[src/rtl/add_row_stream.sv]
// Streaming element-wise adder for packed matrix rows, with per-element and
// sticky per-matrix overflow reporting and a one-deep registered output stage.
module add_row_stream #(
    parameter int N_ELEM = 5,
    parameter int EW     = 8,
    parameter int N_ROWS = 5
) (
    input  logic                   clk,
    input  logic                   rst,
    input  logic                   start,
    input  logic                   in_valid,
    output logic                   in_ready,
    input  logic [N_ELEM*EW-1:0]   a_row,
    input  logic [N_ELEM*EW-1:0]   b_row,
    output logic                   out_valid,
    input  logic                   out_ready,
    output logic [N_ELEM*EW-1:0]   s_row,
    output logic [N_ELEM-1:0]      ovf_row,
    output logic                   ovf,
    output logic                   busy,
    output logic                   done
);

    localparam int W  = N_ELEM * EW;
    localparam int CW = (N_ROWS > 1) ? $clog2(N_ROWS) : 1;

    typedef enum logic [1:0] {
        IDLE,
        LOAD,
        DRAIN,
        DONE
    } state_t;

    state_t          state;
    state_t          state_next;
    logic [CW-1:0]   row_cnt;
    logic [W-1:0]    sum_word;
    logic [N_ELEM-1:0] ovf_vec;
    logic            slot_free;
    logic            last_row;
    logic            xfer;
    logic            consume;

    // Each field gets its own EW+1 bit signed sum; no carry crosses fields.
    for (genvar g = 0; g < N_ELEM; g++) begin : g_elem
        logic [EW:0] ext_sum;
        assign ext_sum = {a_row[g*EW+EW-1], a_row[g*EW +: EW]}
                       + {b_row[g*EW+EW-1], b_row[g*EW +: EW]};
        assign sum_word[g*EW +: EW] = ext_sum[EW-1:0];
        assign ovf_vec[g]           = ext_sum[EW] ^ ext_sum[EW-1];
    end

    assign slot_free = !out_valid || out_ready;
    assign last_row  = (row_cnt == CW'(N_ROWS - 1));
    assign xfer      = in_valid && in_ready;
    assign consume   = out_valid && out_ready;

    always_ff @(posedge clk or negedge rst) begin
        if (!rst) begin
            state <= IDLE;
        end else begin
            state <= state_next;
        end
    end

    always_comb begin
        state_next = state;
        in_ready   = 1'b0;
        busy       = 1'b0;
        done       = 1'b0;
        case (state)
            IDLE: begin
                if (start) begin
                    state_next = LOAD;
                end
            end
            LOAD: begin
                busy     = 1'b1;
                in_ready = slot_free;
                if (in_valid && slot_free && last_row) begin
                    state_next = DRAIN;
                end
            end
            DRAIN: begin
                busy = 1'b1;
                if (consume) begin
                    state_next = DONE;
                end
            end
            DONE: begin
                done       = 1'b1;
                state_next = IDLE;
            end
            default: begin
                state_next = IDLE;
            end
        endcase
    end

    // Row counter saturates on the final row; the FSM leaves LOAD on that transfer.
    always_ff @(posedge clk or negedge rst) begin
        if (!rst) begin
            row_cnt <= '0;
            ovf     <= 1'b0;
        end else if (state == IDLE && start) begin
            row_cnt <= '0;
            ovf     <= 1'b0;
        end else if (xfer) begin
            row_cnt <= last_row ? row_cnt : row_cnt + CW'(1);
            ovf     <= ovf | (|ovf_vec);
        end
    end

    always_ff @(posedge clk or negedge rst) begin
        if (!rst) begin
            s_row     <= '0;
            ovf_row   <= '0;
            out_valid <= 1'b0;
        end else if (xfer) begin
            s_row     <= sum_word;
            ovf_row   <= ovf_vec;
            out_valid <= 1'b1;
        end else if (consume) begin
            out_valid <= 1'b0;
        end
    end

endmodule

[config.mk]
export PLATFORM = sky130hd
export DESIGN_NAME = add_row_stream
export DESIGN_NICKNAME = d
export VERILOG_FILES = /design/src/rtl/add_row_stream.sv
export SDC_FILE = /design/constraint.sdc
export NUM_CORES = 1
export LEC_CHECK = 0
export BUFFER_PORTS_ARGS = -buffer_cell sky130_fd_sc_hd__buf_2
export CAP_MARGIN = 30
export CORE_UTILIZATION = 50
export CTS_CLUSTER_SIZE = 28
export DETAILED_ROUTE_END_ITERATION = 16
export GPL_ROUTABILITY_DRIVEN = 0
export GPL_TIMING_DRIVEN = 0
export HOLD_SLACK_MARGIN = 0.1
export PLACE_DENSITY_LB_ADDON = 0.05
export SLEW_MARGIN = 20
export SYNTH_ARGS = -nofsm -noshare
export SYNTH_HDL_FRONTEND = slang
export SYNTH_SLANG_ARGS = --single-unit
[constraint.sdc]
create_clock -name clk -period 2 [get_ports clk]
set_clock_uncertainty 0.15 [all_clocks]
set_input_delay 0.2 -clock clk [delete_from_list [all_inputs] [get_ports clk]]
set_output_delay 0.2 -clock clk [all_outputs]
set_load 0.01 [all_outputs]
==> tab_implementation.tex <==
\begin{tabular}{lr}
\hline
Metric & Value \\
\hline
\multicolumn{2}{l}{\textbf{Critical path}} \\
\quad Most frequent cell on the critical path & sky130\_fd\_sc\_hd\_\_a21o\_1 \\
\quad Kind of cell adding the most delay to the critical path & adder cells \\
\quad Highest net fanout along the worst path & 3 \\
\quad WP data required & between 2000 and 2500 ps \\
\quad Crit path largest cell delay & between 400 and 500 ps \\
\quad Depth of the critical timing path with buffers and inverters included & 10 \\
\quad Cell breakdown of the critical path & buf\_2 -> ha\_1 -> fa\_1 -> a21o\_1 -> a21o\_1 -> nand4\_1 -> a41oi\_2 -> xnor2\_2 -> nor4\_1 -> a31oi\_1 \\
\quad Critical Path Sink Type & register \\
\quad Worst path arrival time & 2140 ps \\
\quad Crit Path Category & input pin to register \\
\quad Buffers \& Inverters on Critical Path & 1 \\
\quad Worst reg2reg path depth & 7 \\
\quad Slowest stage cell, crit path & sky130\_fd\_sc\_hd\_\_fa\_1 \\
\quad CP Launch Type & input pin \\
\multicolumn{2}{l}{\textbf{Placed design}} \\
\quad Detailed-placement wirelength estimate & just under 7000 um \\
\quad Minimum setup slack after placement & -575 ps \\
\quad Port bufs & about 130 \\
\quad Number of cells after detailed placement & between 600 and 700 \\
\multicolumn{2}{l}{\textbf{Drt}} \\
\quad Iteration-0 DRC count of the detailed router & between 80 and 90 \\
\quad Wire per inst & $\sim$14 um \\
\quad Avg Vias per Cell & $\sim$5.2 \\
\quad Number of nets with antenna violations after detailed routing & 0 \\
\quad Vias & 3340 \\
\quad Detailed-route DRC error count & 0 \\
\quad Total iterations of the first detailed-routing run & 5 \\
\quad Final wirelength & 8810 um \\
\multicolumn{2}{l}{\textbf{Yosys}} \\
\quad Fraction of registers with async set/reset & between 90\% and 100\% \\
\quad Synth area leader & sky130\_fd\_sc\_hd\_\_dfrtp\_1 \\
\quad Number of unique standard cell types used by synthesis & 40 \\
\quad Number of synthesized register bits & 52 \\
\quad Number of enable-type register cells in the synthesized netlist & 0 \\
\quad Seq/Total Area, Yosys & a little over a third \\
\quad Yosys warning count & 0 \\
\quad Post-Synthesis Net Count & $\sim$530 \\
\quad Top FF cell, synth & sky130\_fd\_sc\_hd\_\_dfrtp\_1 \\
\quad Cell types with the largest area share after synthesis & sky130\_fd\_sc\_hd\_\_dfrtp\_1 (36\%), sky130\_fd\_sc\_hd\_\_ha\_1 (16\%), sky130\_fd\_sc\_hd\_\_nand2\_1 (9.0\%) \\
\quad Cell count after synthesis & 390 \\
\quad Post-synth design cell area & 3590 um2 \\
\quad Post-Synthesis Mean Instance Area & roughly 9.2 um2 \\
\quad Fraction of post-synthesis cell area in the top cell type by area & a little over a third \\
\multicolumn{2}{l}{\textbf{Job}} \\
\quad Max-cap check violation count & 0 \\
\multicolumn{2}{l}{\textbf{STA}} \\
\quad Final number of hold-violating endpoints & 0 \\
\quad Minimum hold slack & 149 ps \\
\quad Actual transition at the worst max-transition pin & between 600 and 700 ps \\
\quad Final Cycle Share & 106\% \\
\quad Final worst setup slack & -110 ps \\
\quad RSZ-0062 raised after global routing & yes \\
\quad Highest achievable clock rate & roughly 0.47 GHz \\
\quad Pins over their slew limit & 0 \\
\quad Post-route setup TNS & -169 ps \\
\quad Count of endpoints failing setup in the final report & 2 \\
\quad Normalized max-slew margin & between 50 and 60\% \\
\quad Minimum clock period after layout & 2110 ps \\
\multicolumn{2}{l}{\textbf{GRT}} \\
\quad Maximum number of pins on one net before global-route repair & between 50 and 60 \\
\quad Antenna violations before repair & 0 \\
\quad GR Util All Layers & a little under a quarter \\
\quad Overflow after GRT & 0 \\
\quad Number of global-route vias before repair & between 3000 and 4000 \\
\quad Global-route wire length before repair & between 10000 and 15000 um \\
\multicolumn{2}{l}{\textbf{Cells and area}} \\
\quad Antenna cell count & 0 \\
\quad Most common cell after layout, fill and taps aside & sky130\_fd\_sc\_hd\_\_buf\_2 \\
\quad Fin cells & between 600 and 700 \\
\quad Ratio of cells with drive above 1 in the final layout & roughly a third \\
\quad Layout net count & a little under 700 \\
\quad Layout Area Growth over Synthesis & 30.6\% \\
\quad Top library cells by usage in the layout, fill and taps aside & sky130\_fd\_sc\_hd\_\_buf\_2 (132), sky130\_fd\_sc\_hd\_\_nand2\_1 (85), sky130\_fd\_sc\_hd\_\_dfrtp\_1 (52) \\
\multicolumn{2}{l}{\textbf{Floorplan}} \\
\quad Horizontal die dimension & $\sim$87 um \\
\quad DIE AREA & between 7000 and 8000 um2 \\
\quad Die Y & 86.7 um \\
\quad Std-Cell Core Area & just under 7000 um2 \\
\quad Number of top-level design ports & 135 \\
\quad Placement row count & 30 \\
\quad Initial cell density of the core & between 50\% and 60\% \\
\multicolumn{2}{l}{\textbf{Pwr}} \\
\quad Leak Pwr & about 2.5 nW \\
\quad Design Power & 4.87 mW \\
\quad Worst supply voltage drop on vdd & 0.433 mV \\
\quad Pwr dens & 1040 nW/um2 \\
\multicolumn{2}{l}{\textbf{Clock tree}} \\
\quad Clock latency on the worst-skew pair & about 300 ps \\
\quad Number of buffers created by CTS & 5 \\
\quad Sink count of the clock tree & between 50 and 60 \\
\quad CTS tree & yes \\
\quad CTS Buffer Depth & 2 \\
\quad Clock-pin transition on the worst setup and hold timing paths & 90 ps \\
\quad H-tree levels & 2 \\
\quad Buffer type at the clock tree root & sky130\_fd\_sc\_hd\_\_clkbuf\_8 \\
\multicolumn{2}{l}{\textbf{Worst hold path}} \\
\quad Tightest Hold Check Type & input pin to register \\
\quad Worst hold path depth & 4 \\
\multicolumn{2}{l}{\textbf{Run status}} \\
\quad Outcome & finished, violations left \\
\quad Violated checks & setup timing \\
\hline
\end{tabular}
==> cells by family after synthesis <==
| group | synth area share (%) |
|---|---|
| and+or+nand+nor | 15.1 |
| AOI/OAI and AO/OA | 19.5 |
| adders and majority gates | 19.2 |
| DFF | 36.3 |
| xor gates and xnor gates | 7.32 |
| buffers and inverters | 1.99 |
| muxes | 0.593 |
==> flip-flops by register name (all words and copies together), names as in the netlist <==
signal and count:
ovf_row 5, row_cnt 3, out_valid 1, state 2, s_row 40, ovf 1
==> layout make-up <==
type                    count  area (um2)
clock buffers               8        90.1
flip-flops and latches     52        1300
multi-input cells         321        2310
fillers                   585        2180
well taps                  96         120
inverters                   7        26.3
repair buffers            145         788
plain buffers              10        55.1
==> through the flow <==
step | area (um2) | util (%)
2_1_floorplan | 3630 | -
3_3_place_gp | 4420 | 64.3
3_5_place_dp | 4420 | 64.4
4_1_cts | 4630 | 67.5
5_1_grt | 4690 | 68.3
6_report | 4690 | 68.3
==> tightest hold or removal path, delay by kind of cell <==
kind	cells	cell delay, ps
buffers and inverters	1	110
adder cells (fa/ha/maj)	1	170
AND/OR/NAND/NOR	2	100
==> power breakdown <==
group	total, mW	leakage, nW	internal [mW]	switching [mW]
clock	0.619	0.0455	0.283	0.336
combinational	2.44	1.78	1.05	1.39
sequential	1.81	0.643	1.54	0.269
total	4.87	2.46	2.88	1.99
==> layer usage <==
metal / track usage, % / part of all wire, % / up-vias
li1: - / - / 1677
met1: 30.0 / 45 / 1571
met2: 42.3 / 51 / 85
met3: 3.43 / 3.8 / 7
met4: 5.00 / 0.89 / 0
met5: 0 / 0 / -
==> worst paths after layout <==
| path | start | endpoint | slack [ps] |
|---|---|---|---|
| max in group asynchronous | rst | s_row[24]$_DFFE_PN0P_ | 930 |
| max | a_row[16] | ovf$_DFFE_PN0P_ | -110 |
| min reg2reg | s_row[25]$_DFFE_PN0P_ | s_row[25]$_DFFE_PN0P_ | 320 |
| max reg2reg | state[1]$_DFFE_PN0P_ | s_row[7]$_DFFE_PN0P_ | 190 |
| min in group asynchronous | rst | s_row[12]$_DFFE_PN0P_ | 320 |
| min | b_row[25] | s_row[25]$_DFFE_PN0P_ | 150 |
==> cell usage after synthesis (2+ instances only) <==
master / count
sky130_fd_sc_hd__a211oi_1: 10
sky130_fd_sc_hd__a21o_1: 17
sky130_fd_sc_hd__a21oi_1: 25
sky130_fd_sc_hd__a31oi_1: 2
sky130_fd_sc_hd__a41oi_1: 5
sky130_fd_sc_hd__clkbuf_1: 9
sky130_fd_sc_hd__dfrtp_1: 52
sky130_fd_sc_hd__fa_1: 5
sky130_fd_sc_hd__ha_1: 47
sky130_fd_sc_hd__inv_1: 7
sky130_fd_sc_hd__nand2_1: 86
sky130_fd_sc_hd__nand2b_1: 4
sky130_fd_sc_hd__nand3_1: 3
sky130_fd_sc_hd__nand4_1: 4
sky130_fd_sc_hd__nor2_1: 15
sky130_fd_sc_hd__nor2b_1: 5
sky130_fd_sc_hd__nor3_1: 3
sky130_fd_sc_hd__o21a_1: 2
sky130_fd_sc_hd__o21ai_0: 28
sky130_fd_sc_hd__o21ai_1: 7
sky130_fd_sc_hd__o21bai_1: 4
sky130_fd_sc_hd__o31ai_1: 4
sky130_fd_sc_hd__xnor2_1: 20
sky130_fd_sc_hd__xor2_1: 10
==> timing repair <==
item,4_1_cts,5_1_grt
gates cloned,0,0
setup endpoints to repair,42,43
resized for setup,13,10
pin swaps,0,9
setup buffers,0,3
endpoints found under the hold margin,62,0
hold buffers,8,0
No activity file was read; power rests on OpenSTA's default activity.
